<file path="src/rtl/hamming_argmin_if.sv">
// Handshake bundle between the hamming distance core stream and the argmin result consumer.
interface hamming_argmin_if #(
  parameter int N = 8,
  parameter int K = 16
);
  function automatic int log2(input int v);
    return $clog2(v + 1);
  endfunction

  localparam int DW = log2(N);
  localparam int IW = log2(K);

  logic          in_valid;
  logic          in_ready;
  logic [DW-1:0] in_dist;
  logic          in_last;
  logic          out_valid;
  logic          out_ready;
  logic [DW-1:0] out_min;
  logic [IW-1:0] out_idx;
  logic          out_ovf;

  modport slave (
    input  in_valid, in_dist, in_last, out_ready,
    output in_ready, out_valid, out_min, out_idx, out_ovf
  );

  modport master (
    output in_valid, in_dist, in_last, out_ready,
    input  in_ready, out_valid, out_min, out_idx, out_ovf
  );
endinterface

</file>
<file path="src/rtl/hamming_argmin.sv">
// Tracks the minimum distance and its first index over a search of up to K candidates,
// then holds the winner behind a valid/ready handshake.
module hamming_argmin #(
  parameter int N = 8,
  parameter int K = 16
) (
  input  logic             clk,
  input  logic             rst,
  hamming_argmin_if.slave  bus
);
  function automatic int log2(input int v);
    return $clog2(v + 1);
  endfunction

  localparam int DW = log2(N);
  localparam int IW = log2(K);

  localparam logic [1:0] S_IDLE   = 2'd0;
  localparam logic [1:0] S_SEARCH = 2'd1;
  localparam logic [1:0] S_DONE   = 2'd2;

  localparam logic [IW:0] CNT_LAST = (IW+1)'(K - 1);

  logic [1:0]    state_q,  state_d;
  logic [IW:0]   cnt_q,    cnt_d;
  logic [DW-1:0] best_q,   best_d;
  logic [IW-1:0] bidx_q,   bidx_d;
  logic          ovalid_q, ovalid_d;
  logic [DW-1:0] omin_q,   omin_d;
  logic [IW-1:0] oidx_q,   oidx_d;
  logic          oovf_q,   oovf_d;
  logic          acc, close;

  // Ready depends only on registered state, never on out_ready.
  assign bus.in_ready  = (state_q != S_DONE);
  assign acc           = bus.in_valid & bus.in_ready;
  assign bus.out_valid = ovalid_q;
  assign bus.out_min   = omin_q;
  assign bus.out_idx   = oidx_q;
  assign bus.out_ovf   = oovf_q;

  always_comb begin
    state_d  = state_q;
    cnt_d    = cnt_q;
    best_d   = best_q;
    bidx_d   = bidx_q;
    ovalid_d = ovalid_q;
    omin_d   = omin_q;
    oidx_d   = oidx_q;
    oovf_d   = oovf_q;
    close    = 1'b0;
    case (state_q)
      S_IDLE: if (acc) begin
        best_d  = bus.in_dist;
        bidx_d  = '0;
        cnt_d   = (IW+1)'(1);
        close   = bus.in_last || (K == 1);
        state_d = close ? S_DONE : S_SEARCH;
      end
      S_SEARCH: if (acc) begin
        // Strict compare: ties keep the earlier index.
        if (bus.in_dist < best_q) begin
          best_d = bus.in_dist;
          bidx_d = cnt_q[IW-1:0];
        end
        cnt_d = cnt_q + 1'b1;
        close = bus.in_last || (cnt_q == CNT_LAST);
        if (close) state_d = S_DONE;
      end
      S_DONE: if (bus.out_ready) begin
        ovalid_d = 1'b0;
        cnt_d    = '0;
        state_d  = S_IDLE;
      end
      default: state_d = S_IDLE;
    endcase
    // Result takes the closing candidate's update in the same cycle.
    if (close) begin
      ovalid_d = 1'b1;
      omin_d   = best_d;
      oidx_d   = bidx_d;
      oovf_d   = ~bus.in_last;
    end
  end

  always_ff @(posedge clk or negedge rst) begin
    if (!rst) begin
      state_q  <= S_IDLE;
      cnt_q    <= '0;
      best_q   <= '0;
      bidx_q   <= '0;
      ovalid_q <= 1'b0;
      omin_q   <= '0;
      oidx_q   <= '0;
      oovf_q   <= 1'b0;
    end else begin
      state_q  <= state_d;
      cnt_q    <= cnt_d;
      best_q   <= best_d;
      bidx_q   <= bidx_d;
      ovalid_q <= ovalid_d;
      omin_q   <= omin_d;
      oidx_q   <= oidx_d;
      oovf_q   <= oovf_d;
    end
  end
endmodule

</file>
<file path="src/flat_wrapper.sv">
// flat-port wrapper written by rule: the top's interface ports become plain ports
module hamming_argmin_flat 
#(
  parameter int N = 8,
  parameter int K = 16
)
  (clk, rst, bus_in_valid, bus_in_dist, bus_in_last, bus_out_ready, bus_in_ready, bus_out_valid, bus_out_min, bus_out_idx, bus_out_ovf);
  hamming_argmin_if #(.N(N), .K(K)) bus_i ();
  input  logic clk;
  input  logic rst;
  input wire logic [$bits(bus_i.in_valid)-1:0] bus_in_valid;
  input wire logic [$bits(bus_i.in_dist)-1:0] bus_in_dist;
  input wire logic [$bits(bus_i.in_last)-1:0] bus_in_last;
  input wire logic [$bits(bus_i.out_ready)-1:0] bus_out_ready;
  output wire logic [$bits(bus_i.in_ready)-1:0] bus_in_ready;
  output wire logic [$bits(bus_i.out_valid)-1:0] bus_out_valid;
  output wire logic [$bits(bus_i.out_min)-1:0] bus_out_min;
  output wire logic [$bits(bus_i.out_idx)-1:0] bus_out_idx;
  output wire logic [$bits(bus_i.out_ovf)-1:0] bus_out_ovf;
  assign bus_i.in_valid = bus_in_valid;
  assign bus_i.in_dist = bus_in_dist;
  assign bus_i.in_last = bus_in_last;
  assign bus_i.out_ready = bus_out_ready;
  assign bus_in_ready = bus_i.in_ready;
  assign bus_out_valid = bus_i.out_valid;
  assign bus_out_min = bus_i.out_min;
  assign bus_out_idx = bus_i.out_idx;
  assign bus_out_ovf = bus_i.out_ovf;
  hamming_argmin #(.N(N), .K(K)) u_core (.clk(clk), .rst(rst), .bus(bus_i));
endmodule
</file>
<file path="config.mk">
export PLATFORM = sky130hd
export DESIGN_NAME = hamming_argmin_flat
export DESIGN_NICKNAME = d
export VERILOG_FILES = /design/src/rtl/hamming_argmin_if.sv /design/src/rtl/hamming_argmin.sv /design/src/flat_wrapper.sv
export SDC_FILE = /design/constraint.sdc
export NUM_CORES = 1
export LEC_CHECK = 0
export CAP_MARGIN = 15
export CORE_UTILIZATION = 43
export DETAILED_ROUTE_END_ITERATION = 8
export HOLD_SLACK_MARGIN = 0.06
export PLACE_DENSITY = 0.63
export SLEW_MARGIN = 10
export SYNTH_ARGS = -nofsm -noshare
export SYNTH_HDL_FRONTEND = slang
export SYNTH_SLANG_ARGS = --single-unit
</file>
<file path="constraint.sdc">
create_clock -name clk -period 2.2 [get_ports clk]
set_input_delay 0.22 -clock clk [delete_from_list [all_inputs] [get_ports clk]]
set_output_delay 0.22 -clock clk [all_outputs]
set_load 0.02 [all_outputs]
</file>
### After elaboration in Yosys (flattened, before gate mapping)

Cells that the tools add are included.

* latch bits: 0
* output and inout port bits: 12
* RAM bits: 0
* memories: 0
* logic and storage cells: 52
* bits of input ports: 9
* register bits: 28
* memory bits (read-only): 0

* reductions and logical operators: 8
* equal/unequal tests: 8
* shift operators: 0
* order comparisons: 1
* div/mod/pow operators: 0
* add/sub/neg operators: 1
* muxes and demuxes: 24
* bitwise gates (word level): 2
* $mul: 0

Operators by type and width (number)
* $mux 6: 3
* $pmux 6 s3: 1
* $mux 5: 3
* $mux 4: 3
* $mux 2: 5
* $pmux 5 s2: 1
* $pmux 4 s2: 1
* $reduce_and 4->1: 2
* $add 6x1->6 const B: 1
* $eq 6x4->1 const B: 1
* $ne 2x1->1 const B: 3
* $pmux 2 s3: 1
* $mux 1: 5
* $lt 4x4->1: 1
* $ne 2x2->1 const B: 2
* $reduce_bool 2->1: 2
* $reduce_bool 3->1: 1
* $eq 2x1->1 const B: 1
* $eq 2x2->1 const B: 1
* $logic_not 2->1: 1
* $pmux 1 s2: 1
* $reduce_and 2->1: 1
* $and 1x1->1: 1
* $logic_or 1x1->1: 1
* $not 1->1: 1

### Longest topological paths before layout

* depth after elaboration: 6
* depth in mapped cells: 8

### Worst setup path after synthesis

OpenSTA, ideal clock, no wires.

* path type: register to register
* start point: reg u_core.state_q[0]
* end point: reg u_core.oidx_q[0], in the netlist u_core.bus.out_idx[0]
* period minus slack after synthesis: 1.842 ns
* arrival time: 1.717 ns
* path slack: 0.358 ns
* stages on the path, launching flop included: 8
* data required time: 2.075 ns
* cells stage by stage: dfrtp_1 -> ha_1 -> buf_4 -> o21ai_0 -> o21a_1 -> nand2b_4 -> buf_2 -> mux2_2

* word-level cells in the longest chain between the ends: 4

Ends and longest elaborated chain
* start, declared: line hamming_argmin.sv:24 `logic [1:0] state_q, state_d;`
* start signal, assigned: line hamming_argmin.sv:97 `state_q <= state_d;`
* $ne 2x2->1: line hamming_argmin.sv:35 `assign bus.in_ready = (state_q != S_DONE);`
* $and 1x1->1: line hamming_argmin.sv:36 `assign acc = bus.in_valid & bus.in_ready;`
* $mux 5 (tied with other cells): line hamming_argmin.sv:60 `S_SEARCH: if (acc) begin`
* $pmux 5 s2 / $pmux 1 s2 (equally long branches): line hamming_argmin.sv:52 `case (state_q)`
* end signal, assigned: line hamming_argmin.sv:103 `oidx_q <= oidx_d;`
* end, declared: line hamming_argmin.sv:30 `logic [IW-1:0] oidx_q, oidx_d;`

Several ways; a longest one is shown, not always the timed one.
A chain may end at the register's enable or synchronous reset.

### Worst setup path after layout

* start point: reg u_core.state_q[0]
* end point: reg u_core.omin_q[0], in the netlist u_core.bus.out_min[0]

* word-level cells in the longest chain between the ends: 4

Ends and longest elaborated chain
* $ne 2x2->1: line hamming_argmin.sv:35
* $and 1x1->1: line hamming_argmin.sv:36
* $mux 4 (tied with other cells): line hamming_argmin.sv:60
* $pmux 4 s2 / $pmux 1 s2 (equally long branches): line hamming_argmin.sv:52
* end signal, assigned: line hamming_argmin.sv:102 `omin_q <= omin_d;`
* end, declared: line hamming_argmin.sv:29 `logic [DW-1:0] omin_q, omin_d;`

Several ways; a longest one is shown, not always the timed one.

==> impl_metrics.csv <==
group,metric,value,unit
route,first_pass_iters,4,
synthesis,synthCells,141,
floorplan,die_area,3680,sq um
synthesis,yosys.area.top_type,"dfrtp_1",
synthesis,yosysWarnings,0,
critical_path,path_class,"reg2reg",
synthesis,synth-seq-cells,28,
timing,skew,0.00173,ns
layout,postLayoutCoreUtil,0.564,
timing,final_max_slew_viol_count,0,
floorplan,dieWidth,60.7,um
timing,slew_headroom,0.593,
cts,cts_tree,"built",
layout,area_growth,20.1,%
route,drt-wirelength-per-cell,14.4,um
pwr,power_switching,0.000820,W
placement,post_dp_cell_area,1750,sq um
synthesis,synth_edf_count,0,
route,first_iter_violations,40,
cts,postCtsSetupBuffers,0,
synthesis,syn_area,1480,sq um
critical_path,cp_max_fo,12,
pwr,clkPwrFrac,0.103,
critical_path,r2r-start,"u_core.state_q[0]",
global_routing,grt_start_max_net_pins,29,
critical_path,crit_path_end_kind,"register",
flow_run,drv_cap,0,
global_routing,grt_pass1_wl,5040,um
pwr,switching_share,0.404,
layout,stdcell_count,210,
route,ant_nets,0,
pwr,powerDensity,1140,nW/um^2
synthesis,synth_nets,157,
cts,clk_latency,0.32,ns
timing,worstMarginPinSlew,0.609,ns
layout,drive_gt1_frac,0.108,
timing,setup_violations,0,
floorplan,placementRows,20,
cts,cts_root_buf,"clkbuf_4",
critical_path,critPathLaunchType,"register",
critical_path,required,2.43,ns
synthesis,ys_types,40,
synthesis,yosys.cell_count.top_type,"dfrtp_1",
global_routing,antenna_found_initial,0,
layout,nNetsFinal,184,
pwr,comb_power_share,0.530,
synthesis,netlist_top_cells_area,"dfrtp_1 (47%), ha_1 (5.9%), mux2i_1 (4.7%)",
floorplan,die_y,60.7,um
synthesis,yosys-top-cells-count,"dfrtp_1 (28), nand2_1 (15), inv_1 (14)",
floorplan,io_pins,21,
synthesis,synth_top_area_share,0.473,
pwr,ir_worst_vdd,0.493,mV
pwr,internal-power,0.00121,W
layout,antenna_cells,0,
cts,htreeDepth,1,
placement,dp_cells,207,
global_routing,grt_usage,0.185,
timing,max_freq,0.500,GHz
cts,cts_resized,0,
floorplan,start_util,0.469,
route,route.detailed.drc,0,
critical_path,rrSetupSlack,0.20,ns
route,vias,1122,
route,routed_wl,3030,um
run_status,status,"finished, final reports clean",
layout,fin_area,1780,sq um
placement,numPortBuffers,20,
synthesis,synth_area_per_cell,10.5,sq um
cts,cts-buffers-inserted,3,
cts,cts.path.max_buffers,2,
cts,postCtsHoldBufs,0,
route,viasPerCell,5.34,
cts,numClockSinks,28,
global_routing,gr-total-overflow,0,
pwr,leakage,0.850,nW
placement,place_hpwl,2270,um
worst_hold_path,min_path_type,"in2async",
timing,min_period_over_period,0.910,
critical_path,critPathArrivalTime,2.23,ns
synthesis,async_flop_share,1.00,
placement,place.gp.congestion,0.864,
timing,period_needed,2.00,ns
timing,rsz0062_at_grt,"no",
timing,hold_viol,0,
floorplan,core-area,3150,sq um
cts,cts.clk_slew.worst_paths,0.14,ns
synthesis,synth_ff_type,"dfrtp_1",
critical_path,crit_path_start,"u_core.state_q[0]",
global_routing,first_global_vias,1085,
synthesis,synth.yosys.seq_area_share,0.473,
pwr,seqPwrFrac,0.367,
==> worst max-delay path: stages, from the launching register on <==
cell	delay [ns]
dfrtp_1	0.43
inv_1	0.08
ha_1	0.24
and4bb_1	0.32
o211ai_2	0.30
a311o_1	0.41
a2bb2oi_1	0.13
==> per-layer routing <==
metal,vias to the layer above,track usage,share of wire
met2,29,0.292,0.44
li1,553,-,-
met5,-,0,0
met1,534,0.268,0.50
met4,0,0.0584,0.010
met3,6,0.0213,0.046
==> layout by cell type (no fill, tap or decap), types with 2 or more instances in the layout <==
master | synthesis | routed
nor2_1 | 5 | 5
nor3_1 | 5 | 5
o22ai_1 | 2 | 2
o31ai_1 | 2 | 2
mux2i_1 | 7 | 7
mux2_2 | 6 | 6
inv_1 | 14 | 14
a31oi_1 | 2 | 2
a21boi_0 | 3 | 3
a21o_1 | 4 | 4
clkdlybuf4s50_1 | 0 | 19
clkbuf_4 | 0 | 3
nand2_1 | 15 | 15
ha_1 | 7 | 7
buf_4 | 1 | 6
a2bb2oi_1 | 3 | 3
o21ai_0 | 8 | 8
dfrtp_1 | 28 | 28
nand3_1 | 2 | 2
a311o_1 | 3 | 3
nand2b_1 | 3 | 3
==> cells by family after synthesis <==
logic type                 synth area share
AOI/OAI and AO/OA                     0.169
adders and majority gates            0.0592
buffers and inverters                0.0541
DFF                                   0.473
muxes                                0.0930
and+or+nand+nor                       0.151
==> power groups by stage <==
stage / Combinational [W] / Sequential [W] / Clock, W
4_1_cts: 0.00108 / 0.000744 / 0.000221
5_1_grt: 0.00118 / 0.000762 / 0.000241
3_3_place_gp: 0.00106 / 0.000750 / 0
3_5_place_dp: 0.00108 / 0.000756 / 0
6_report: 0.00107 / 0.000745 / 0.000210
2_1_floorplan: 0.000657 / 0.000815 / 0
==> area by class of cell <==
class / count / area, sq um
Clock buffer: 3 / 22.5
Fill cell: 285 / 1380
Inverter: 14 / 52.6
Tap cell: 44 / 55.1
Sequential cell: 28 / 701
Multi-Input combinational cell: 95 / 699
Timing Repair Buffer: 26 / 248
==> through the flow <==
stage	power (W)	TNS (ns)	hold slack [ns]	setup slack [ns]
3_3_place_gp	0.00181	0	0.459	0.0436
4_1_cts	0.00205	0	0.252	0.0294
2_1_floorplan	0.00147	0	-0.0756	0.358
3_5_place_dp	0.00183	-0.0682	0.478	-0.0302
6_report	0.00203	0	0.249	0.199
5_1_grt	0.00219	0	0.270	0.0716
==> sequential cells by signal, summed over array words and instances, names as in the netlist <==
signal                flops
u_core.bus.out_min        4
u_core.bus.out_ovf        1
u_core.bus.out_idx        5
u_core.best_q             4
u_core.bidx_q             5
u_core.bus.out_valid      1
u_core.state_q            2
u_core.cnt_q              6
==> final timing paths <==
path / endpoint / cells past startpoint
worst min-delay path: u_core.state_q[1] / 2
worst max-delay path: u_core.bus.out_min[0] / 6
worst max register to register: u_core.bus.out_min[0] / 6
min in group clk: u_core.bus.out_valid / 2
worst min register to register: u_core.bus.out_valid / 2
max in group asynchronous: u_core.cnt_q[1] / 2
(Power assumes the default switching activity.)
